File: src/rtl/freq_pkg.sv
// Shared types and widths for the frequency-link slot scheduler.
package freq_pkg;

  localparam int TICK_W = 24;
  localparam int DATA_W = 8;
  localparam int SLOT_W = 8;

  typedef enum logic [1:0] {
    IDLE  = 2'd0,
    TX    = 2'd1,
    GUARD = 2'd2,
    RX    = 2'd3
  } slot_state_e;

endpackage

File: src/rtl/freq_tick_gen.sv
// Slot tick generator: free-running divide-by-TICK_DIV counter, one-cycle tick on the last count.
module freq_tick_gen
  import freq_pkg::*;
#(
  parameter logic [TICK_W-1:0] TICK_DIV = 24'd10_000_000
) (
  input  logic clk,
  input  logic reset,
  output logic tick
);

  logic [TICK_W-1:0] cnt_q, cnt_d;

  assign tick = (cnt_q == TICK_DIV - TICK_W'(1));

  always_comb begin
    cnt_d = tick ? '0 : cnt_q + TICK_W'(1);
  end

  always_ff @(posedge clk) begin
    if (reset) begin
      cnt_q <= '0;
    end else begin
      cnt_q <= cnt_d;
    end
  end

endmodule

File: src/rtl/freq_link_sched.sv
// Half-duplex slot scheduler: alternates TX, a one-tick GUARD and an RX listening slot,
// handing bytes to the frequency encoder and collecting bytes from the decoder.
module freq_link_sched
  import freq_pkg::*;
#(
  parameter logic [TICK_W-1:0] TICK_DIV = 24'd10_000_000,
  parameter logic [SLOT_W-1:0] TX_TICKS = 8'd8,
  parameter logic [SLOT_W-1:0] RX_TICKS = 8'd8
) (
  input  logic              clk,
  input  logic              reset,
  input  logic              tx_valid,
  input  logic [DATA_W-1:0] tx_data,
  output logic              tx_ready,
  output logic [DATA_W-1:0] enc_data,
  output logic              enc_enable,
  input  logic [DATA_W-1:0] dec_data,
  output logic              dec_enable,
  output logic              rx_valid,
  output logic [DATA_W-1:0] rx_data,
  output logic [1:0]        slot_state,
  output logic              busy
);

  logic tick;

  freq_tick_gen #(
    .TICK_DIV(TICK_DIV)
  ) u_tick_gen (
    .clk  (clk),
    .reset(reset),
    .tick (tick)
  );

  slot_state_e       state_q, state_d;
  logic [SLOT_W-1:0] slot_q, slot_d;
  logic [DATA_W-1:0] enc_data_q, enc_data_d;
  logic [DATA_W-1:0] rx_data_q, rx_data_d;
  logic              rx_valid_q, rx_valid_d;
  logic              enc_en_q, enc_en_d;
  logic              dec_en_q, dec_en_d;

  always_comb begin
    state_d    = state_q;
    slot_d     = slot_q;
    enc_data_d = enc_data_q;
    rx_data_d  = rx_data_q;
    rx_valid_d = 1'b0;
    tx_ready   = 1'b0;

    case (state_q)
      IDLE: begin
        // An idle slot with nothing to send is spent listening.
        tx_ready = tick;
        if (tick) begin
          slot_d = '0;
          if (tx_valid) begin
            enc_data_d = tx_data;
            state_d    = TX;
          end else begin
            state_d = RX;
          end
        end
      end
      TX: begin
        if (tick) begin
          if (slot_q == TX_TICKS - SLOT_W'(1)) begin
            state_d = GUARD;
            slot_d  = '0;
          end else begin
            slot_d = slot_q + SLOT_W'(1);
          end
        end
      end
      GUARD: begin
        if (tick) begin
          state_d = RX;
          slot_d  = '0;
        end
      end
      RX: begin
        if (tick) begin
          if (slot_q == RX_TICKS - SLOT_W'(1)) begin
            rx_data_d  = dec_data;
            rx_valid_d = 1'b1;
            state_d    = IDLE;
            slot_d     = '0;
          end else begin
            slot_d = slot_q + SLOT_W'(1);
          end
        end
      end
      default: begin
        state_d = IDLE;
        slot_d  = '0;
      end
    endcase

    // Both enables decode the same next state, so they can never overlap.
    enc_en_d = (state_d == TX);
    dec_en_d = (state_d == RX);
  end

  always_ff @(posedge clk) begin
    if (reset) begin
      state_q    <= IDLE;
      slot_q     <= '0;
      enc_data_q <= '0;
      rx_data_q  <= '0;
      rx_valid_q <= 1'b0;
      enc_en_q   <= 1'b0;
      dec_en_q   <= 1'b0;
    end else begin
      state_q    <= state_d;
      slot_q     <= slot_d;
      enc_data_q <= enc_data_d;
      rx_data_q  <= rx_data_d;
      rx_valid_q <= rx_valid_d;
      enc_en_q   <= enc_en_d;
      dec_en_q   <= dec_en_d;
    end
  end

  assign enc_data   = enc_data_q;
  assign enc_enable = enc_en_q;
  assign dec_enable = dec_en_q;
  assign rx_valid   = rx_valid_q;
  assign rx_data    = rx_data_q;
  assign slot_state = state_q;
  assign busy       = (state_q != IDLE);

endmodule

File: config.mk
export PLATFORM = sky130hd
export DESIGN_NAME = freq_link_sched
export DESIGN_NICKNAME = d
export VERILOG_FILES = /design/src/rtl/freq_pkg.sv /design/src/rtl/freq_tick_gen.sv /design/src/rtl/freq_link_sched.sv
export SDC_FILE = /design/constraint.sdc
export NUM_CORES = 1
export LEC_CHECK = 0
export CELL_PAD_IN_SITES_DETAIL_PLACEMENT = 2
export CELL_PAD_IN_SITES_GLOBAL_PLACEMENT = 2
export CORE_MARGIN = 2
export CORE_UTILIZATION = 33
export DETAILED_ROUTE_END_ITERATION = 16
export HOLD_SLACK_MARGIN = 0.02
export MAX_ROUTING_LAYER = met4
export PLACE_DENSITY_LB_ADDON = 0.1
export SLEW_MARGIN = 20
export SYNTH_ARGS = -nofsm -noshare
export SYNTH_HDL_FRONTEND = slang
export SYNTH_SLANG_ARGS = --single-unit
File: constraint.sdc
create_clock -name clk -period 4.8 [get_ports clk]
set_clock_uncertainty 0.1 [all_clocks]
set_input_delay 0.48 -clock clk [delete_from_list [all_inputs] [get_ports clk]]
set_output_delay 0.48 -clock clk [all_outputs]
set_load 0.02 [all_outputs]
==> results of run 1 <==
power by group through the flow:
stage | sequential (W) | combinational, W | clock, W
2_1_floorplan | 0.000453 | 0.0000120 | 0
3_3_place_gp | 0.000454 | 0.0000323 | 0
3_5_place_dp | 0.000454 | 0.0000329 | 0
4_1_cts | 0.000444 | 0.0000332 | 0.000328
5_1_grt | 0.000445 | 0.0000365 | 0.000345
6_report | 0.000444 | 0.0000322 | 0.000317
layer usage:
metal / vias to the layer above / track usage / share of wire
met2: 27 / 0.282 / 0.49
met5: - / - / 0
li1: 990 / - / -
met1: 984 / 0.228 / 0.47
met3: 9 / 0.0322 / 0.027
met4: 0 / 0.0597 / 0.018
layout by cell type, fill, tap and decap left out, drive strengths merged, types with 2 or more instances in the layout:
cell type,synthesis,layout
o31ai,4,4
nand2,23,23
xor2,14,14
clkdlybuf4s50,0,41
nor4,4,4
o311ai,2,2
nor2b,2,2
and3,8,8
a32o,2,2
and2,2,2
o21a,2,2
nor3,7,7
dfxtp,53,53
o21ai,15,15
inv,4,4
buf,0,2
ha,2,2
or2,2,2
xnor2,8,8
a21oi,3,3
nand4b,2,2
and4,2,2
clkbuf,7,7
nand4,7,7
nand3,23,23
nor2,42,42
mux2i,8,8
layout make-up:
class                      instances  area [sq um]  share of cell area
clock buffer                       7          86.3              0.0299
clock inverter                     1          30.0              0.0104
inverter                           4          15.0             0.00521
multi-input combinational        194          1170               0.404
sequential                        53          1060               0.368
tap                               80           100              0.0347
timing repair buffer              43           425               0.148
state kept, by name (all words and copies together), names as in the netlist:
name and count:
rx_valid 1, u_tick_gen.cnt_q 24, enc_enable 1, slot_state 2
dec_enable 1, rx_data 8, enc_data 8, slot_q 8
synthesized netlist by cell type:
cell      instances
a21oi_1           3
a31oi_1           1
a32o_1            2
and2_1            2
and3_1            8
and4_1            2
and4b_1           1
clkbuf_1          7
dfxtp_1          53
ha_1              2
inv_1             4
mux2i_1           8
nand2_1          23
nand2b_1          1
nand3_1          23
nand4_1           7
nand4b_1          2
nor2_1           42
nor2b_1           2
nor3_1            6
nor3_2            1
nor3b_1           1
nor4_1            3
nor4_4            1
nor4b_1           1
o21a_1            2
o21ai_0          15
o21bai_1          1
o311ai_0          1
o311ai_1          1
o31ai_1           4
o41ai_1           1
or2_0             1
or2_4             1
or4_1             1
or4b_4            1
or4bb_1           1
xnor2_1           8
xor2_1           14
logic make-up after synthesis:
logic type | count (synthesis)
AO/OA/AOI/OAI | 31
AND/OR/NAND/NOR | 131
multiplexers | 8
buffers and inverters | 11
adder cells (fa/ha/maj) | 2
XOR/XNOR | 22
flip-flops | 53
worst max-delay path, delay by kind of cell, from the launching register on:
family / cells / cell delay [ps]
buf+inv: 1 / 600
flops: 1 / 370
simple gates: 4 / 1610
per-stage QoR:
| step | hold WS (ps) | worst slack (ps) | total power, W | utilization | instance area (sq um) |
|---|---|---|---|---|---|
| after floorplan | 330 | 2600 | 0.000466 | - | 2270 |
| after global placement | 347 | 1800 | 0.000486 | 0.412 | 2770 |
| after detailed placement | 367 | 1700 | 0.000487 | 0.412 | 2770 |
| after CTS | 382 | 1340 | 0.000805 | 0.429 | 2880 |
| after global routing | 403 | 1100 | 0.000826 | 0.429 | 2880 |
| final | 375 | 1340 | 0.000793 | 0.429 | 2880 |
final timing paths:
| path | depth (start not counted) | endpoint | slack, ps |
|---|---|---|---|
| max reg2reg | 5 | slot_q[6] | 2210 |
| min | 2 | rx_data[6] | 370 |
| max | 5 | tx_ready | 1340 |
| min reg2reg | 2 | rx_data[6] | 370 |
==> flow_summary.yaml, run 1 <==
status:
  status: "completed"
die:
  core_area_sq_um: 6720
  row_count: 30
  ios: 42
  start_util: 0.338
  die_h_um: 86.9
  design.die.area_sq_um: 7550
  die_x_um: 86.9
synth:
  synth_top_cell_by_area: "dfxtp_1"
  ys_seq_elements: 53
  syn_area_sq_um: 2270
  netlist.area_leader.share: 0.468
  synth_top_family_by_area: "simple AND/OR/NAND/NOR gates"
  synth.avg_cell_area_sq_um: 8.79
  syn_nets: 279
  synthSimpleGateAreaFrac: 0.297
  ys_seq_area_frac: 0.468
  ys_types: 39
  synth_area_leaders: "dfxtp_1, nor2_1, xor2_1, nand3_1, nand2_1"
  yosysWarnings: 0
  syn_inst: 258
  synthAdderAreaFrac: 0.0110
  muxShareOfSynthArea: 0.0353
  synth_compound_area_frac: 0.0860
  synth-xor-area-share: 0.0849
grt:
  overflow: 0
  grt_max_degree: 23
  grt_pass1_vias: 2089
  grtUsageTotal: 0.178
  antenna_found_initial: 0
  grt_pass1_wl_um: 10300
hold_path:
  min_from: "rx_data[6]"
  hp-class: "flip-flop to flip-flop"
detailed_routing:
  avgViaCountPerCell: 5.26
  drt-initial-drc-count: 57
  wl_per_cell_um: 15.6
  antenna_left: 0
  drc: 0
  firstDrtPassIters: 4
  vias: 2010
  drt-total-wl_um: 5960
worst_setup_path:
  cp_slowest_cell: "nor4_1"
  cp.arrival_ps: 2880
  crit_start: "u_tick_gen.cnt_q[17]"
  crit_chain: "nor4b_1, nand4b_1, nor4_1, and2_1, clkdlybuf4s50_1"
  worstPathMaxFanout: 5
  reg2reg_from: "u_tick_gen.cnt_q[17]"
  worst_setup_path_start_kind: "flip-flop"
  cp-end-kind: "primary output"
  crit_type: "flip-flop to primary output"
  timing.critical_path.slowest_cell_delay_ps: 610
  worstPathRequired_ps: 4220
power:
  p_clk_frac: 0.400
  ir_drop_v: 0.000115
  sequentialPowerShare: 0.560
  power.leakage_nw: 1.01
  p_per_area_nw_per_um2: 275
  switchingPower_w: 0.000164
  p_sw_frac: 0.207
  combPwrFrac: 0.041
  p_int_w: 0.000629
clocking:
  clock-sinks: 53
  cts_resized: 0
  postCtsSetupBuffers: 0
  hold_buffers: 0
  insertion_delay_ps: 310
  cts_tree: "built"
  clockRootBuffer: "clkbuf_8"
  h-tree-depth: 2
  clkTransAtPathRegs_ps: 90
  clockBufferDepth: 2
  cts-buffers-inserted: 5
timing:
  period_share: 0.720
  worstMarginPinSlew_ps: 883
  finalSetupTns_ps: 0
  setup_viol: 0
  finalMaxSlewViolations: 0
  finalHoldViolations: 0
  fmax_mhz: 289
  slew-limit-headroom: 0.407
  finalCriticalPeriod_ps: 3460
  rsz0062_at_grt: "false"
place:
  portBuffers: 41
  place_congestion: 0.776
  hpwl_um: 4380
  dp_cells: 374
final_layout:
  area_growth_pct: 27.1
  drive_above_1_share: 0.0430
  antenna_cells: 0
  final_nets: 322
  final.fill_count: 758
  fin_cells: 382
job:
  maxCapViolCount: 0
Note: power is estimated with default switching activity, not from simulation.
==> run 2: changes to the inputs <==
Settings changed: CORE_UTILIZATION 33 to 31.
Clock period 4.8 ns to 3.19 ns, I/O delays scaled along.
==> flow_summary.yaml, run 2 (synthesis gave the netlist of run 1 again) <==
final_layout:
  area_growth_pct: 27.7
  final_cell_mix: "dfxtp_1, nor2_1, clkdlybuf4s50_1"
  regMostFlops: "u_tick_gen.cnt_q"
  layout_commonest_cell: "dfxtp_1"
  final_nets: 323
  drive_above_1_share: 0.0462
  antenna_cells: 0
  largest_reg_flops: 24
job:
  maxCapViolCount: 0
die:
  design.die.area_sq_um: 8020
  ios: 42
  core_area_sq_um: 7180
  die_h_um: 89.5
  row_count: 31
  start_util: 0.316
  die_x_um: 89.5
clocking:
  clockBufferDepth: 2
  hold_buffers: 0
  cts_resized: 1
  cts-buffers-inserted: 5
  postCtsSetupBuffers: 0
  insertion_delay_ps: 300
  cts_tree: "built"
  clockRootBuffer: "clkbuf_8"
  clock-sinks: 53
  h-tree-depth: 2
  clkTransAtPathRegs_ps: 90
grt:
  overflow: 0
  grtUsageTotal: 0.159
  grt_max_degree: 23
  antenna_found_initial: 0
  grt_pass1_vias: 2016
  grt_pass1_wl_um: 9660
detailed_routing:
  drc: 0
  firstDrtPassIters: 4
  drt-initial-drc-count: 52
  vias: 1995
  avgViaCountPerCell: 4.96
  antenna_left: 0
  dr_wl_met3_um: 152
  wl_met1_um: 2730
  met2WireLength_um: 3010
  wl_per_cell_um: 14.8
  drt-total-wl_um: 5940
  top_layer: "met4"
status:
  status: "completed"
power:
  power.leakage_nw: 1.01
  p_per_area_nw_per_um2: 377
  total_power_w: 0.00109
  ir_drop_v: 0.000190
worst_setup_path:
  cp-end-kind: "primary output"
  worst_setup_path_start_kind: "flip-flop"
  worstPathMaxFanout: 4
  crit_buf_inv: 1
  cp_slowest_cell: "clkdlybuf4s50_1"
  crit_type: "flip-flop to primary output"
  cp.arrival_ps: 2550
  path_delay_family: "simple AND/OR/NAND/NOR gates"
  worstPathRequired_ps: 2770
  timing.critical_path.slowest_cell_delay_ps: 600
  crit_chain: "ha_1, and4_1, nand4b_1, nor4_4, and2_1, clkdlybuf4s50_1"
timing:
  fmax_mhz: 337
  hold_slack_ps: 375
  finalHoldViolations: 0
  rsz0062_at_grt: "false"
  finalCriticalPeriod_ps: 2970
  finalMaxSlewViolations: 0
  period_share: 0.931
  finalSetupTns_ps: 0
  slew-limit-headroom: 0.365
  setup_viol: 0
  worstMarginPinSlew_ps: 945
  fin_ws_ps: 220
place:
  portBuffers: 41
  hpwl_um: 4420
  place_congestion: 0.782
  dp_slack_ps: 256
hold_path:
  hp-class: "flip-flop to flip-flop"
## run 2: routing by layer
layer | vias up | GRT usage
met1 | 978 | 0.197
met5 | - | -
met3 | 4 | 0.0397
met2 | 23 | 0.266
li1 | 990 | -
met4 | 0 | 0.0285
## run 2: area by class of cell
| cell class | count | area, sq um |
|---|---|---|
| fillers | 812 | 4280 |
| multi-input cells | 194 | 1180 |
| flip-flops and latches | 53 | 1060 |
| repair buffers | 44 | 433 |
| well taps | 99 | 124 |
| clock buffers | 7 | 76.3 |
| inverters | 4 | 15.0 |
| clock inverters | 1 | 7.51 |
## run 2: worst paths after layout
path / from / to / slack [ps] / depth (start not counted)
worst max-delay path: u_tick_gen.cnt_q[0] / tx_ready / 220 / 6
worst min-delay path: rx_data[5] / rx_data[5] / 370 / 2
worst max register to register: u_tick_gen.cnt_q[16] / slot_state[1] / 600 / 5
worst min register to register: rx_data[5] / rx_data[5] / 370 / 2
## run 2: worst min-delay path: stages, from the launching register on
cell and delay [ps]:
dfxtp_1 320, nand3_1 50, o21ai_0 60
## run 2: power by group
group	internal (W)	total [W]	switching [W]	leakage, nW
clock	0.000156	0.000375	0.000219	0.0385
sequential	0.000664	0.000668	0.00000332	0.427
combinational	0.0000271	0.0000500	0.0000229	0.547
total	0.000847	0.00109	0.000245	1.01
## run 2: metrics by stage
step                utilization  std cells  instance area [sq um]
floorplan                     -        258                   2270
global placement          0.390        394                   2800
detailed placement        0.390        394                   2800
CTS                       0.403        402                   2890
global route              0.404        402                   2900
finish                    0.404        402                   2900
==> run 3: changes to the inputs <==
Settings changed: SKIP_CTS_REPAIR_TIMING set to 1.
==> flow_summary.yaml, run 3 (synthesis gave the netlist of run 1 again) <==
power:
  ir_drop_v: 0.000190
  p_clk_frac: 0.343
  p_sw_frac: 0.224
  power.leakage_nw: 1.01
  total_power_w: 0.00109
  combPwrFrac: 0.046
  p_per_area_nw_per_um2: 377
  p_int_w: 0.000847
  sequentialPowerShare: 0.611
  switchingPower_w: 0.000245
detailed_routing:
  vias: 1981
  wl_per_cell_um: 14.8
  antenna_left: 0
  drc: 0
  drt-total-wl_um: 5940
  avgViaCountPerCell: 4.93
  firstDrtPassIters: 4
  drt-initial-drc-count: 50
job:
  maxCapViolCount: 0
clocking:
  clockBufferDepth: 2
  cts-buffers-inserted: 5
  insertion_delay_ps: 300
  clock-sinks: 53
  clockRootBuffer: "clkbuf_8"
  h-tree-depth: 2
  clkTransAtPathRegs_ps: 90
  cts_tree: "built"
worst_setup_path:
  worst_setup_path_start_kind: "flip-flop"
  timing.critical_path.slowest_cell_delay_ps: 600
  cp.arrival_ps: 2550
  worstPathRequired_ps: 2770
  worstPathMaxFanout: 4
  cp_slowest_cell: "clkdlybuf4s50_1"
  crit_chain: "ha_1, and4_1, nand4b_1, nor4_4, and2_1, clkdlybuf4s50_1"
  cp-end-kind: "primary output"
  crit_type: "flip-flop to primary output"
die:
  die_h_um: 89.5
  start_util: 0.316
  ios: 42
  row_count: 31
  design.die.area_sq_um: 8020
  die_x_um: 89.5
  core_area_sq_um: 7180
grt:
  overflow: 0
  antenna_found_initial: 0
  grt_pass1_vias: 2004
  grt_max_degree: 23
  grt_pass1_wl_um: 9650
  grtUsageTotal: 0.159
timing:
  finalMaxSlewViolations: 0
  slew-limit-headroom: 0.365
  period_share: 0.931
  fmax_mhz: 337
  worstMarginPinSlew_ps: 945
  setup_viol: 0
  finalHoldViolations: 0
  finalCriticalPeriod_ps: 2970
  rsz0062_at_grt: "false"
final_layout:
  area_growth_pct: 27.7
  final_nets: 323
  drive_above_1_share: 0.0462
  largest_reg_flops: 24
  layout_commonest_cell: "dfxtp_1"
  fin_cells: 402
  fin_area_sq_um: 2900
  antenna_cells: 0
  regMostFlops: "u_tick_gen.cnt_q"
  final_cell_mix: "dfxtp_1, nor2_1, clkdlybuf4s50_1"
place:
  hpwl_um: 4420
  placed_cell_area_sq_um: 2800
  place_congestion: 0.782
  dp_cells: 394
  portBuffers: 41
hold_path:
  hp-class: "flip-flop to flip-flop"
status:
  status: "completed"
-- run 3: cell counts in the layout (fill, tap and decap cells not counted) --
No cell type changed its count.
-- run 3: power by group through the flow --
| stage | registers [W] | logic [W] | clock network (W) |
|---|---|---|---|
| final | 0.000668 | 0.0000499 | 0.000375 |
| after global routing | 0.000668 | 0.0000554 | 0.000424 |
| after CTS | 0.000668 | 0.0000517 | 0.000401 |
| after detailed placement | 0.000683 | 0.0000514 | 0 |
| after global placement | 0.000683 | 0.0000500 | 0 |
| after floorplan | 0.000682 | 0.0000181 | 0 |
-- run 3: final cells by class --
class | instances | area (sq um)
clock buffers | 7 | 76.3
clock inverters | 1 | 7.51
fillers | 812 | 4280
inverters | 4 | 15.0
multi-input cells | 194 | 1180
flip-flops and latches | 53 | 1060
well taps | 99 | 124
repair buffers | 44 | 433
-- run 3: stage by stage --
step           utilization  TNS [ps]  worst slack, ps  hold WS [ps]
2_1_floorplan            -         0             1020           330
3_3_place_gp         0.390         0              359           347
3_5_place_dp         0.390         0              256           362
4_1_cts              0.402      -104             -104           382
5_1_grt              0.404         0             44.3           400
6_report             0.404         0              221           376
-- run 3: path summary, 6_finish.rpt --
kind                        start                   to  slack, ps  cells after the start
max           u_tick_gen.cnt_q[0]             tx_ready        220                      6
min           u_tick_gen.cnt_q[0]  u_tick_gen.cnt_q[0]        380                      1
max reg2reg  u_tick_gen.cnt_q[16]        slot_state[1]        590                      5
min reg2reg   u_tick_gen.cnt_q[0]  u_tick_gen.cnt_q[0]        380                      1
-- run 3: worst max-delay path, delay by kind of cell, from the launching register on --
| kind | cells | cell delay, ps |
|---|---|---|
| simple gates | 4 | 1030 |
| fa+ha+maj | 1 | 240 |
| flops | 1 | 380 |
| buf+inv | 1 | 600 |
-- run 3: routing by layer --
layer,routed length [um],global-route usage
met1,2730,0.199
met2,3010,0.264
met3,152,0.0397
met4,47,0.0285
met5,0,-
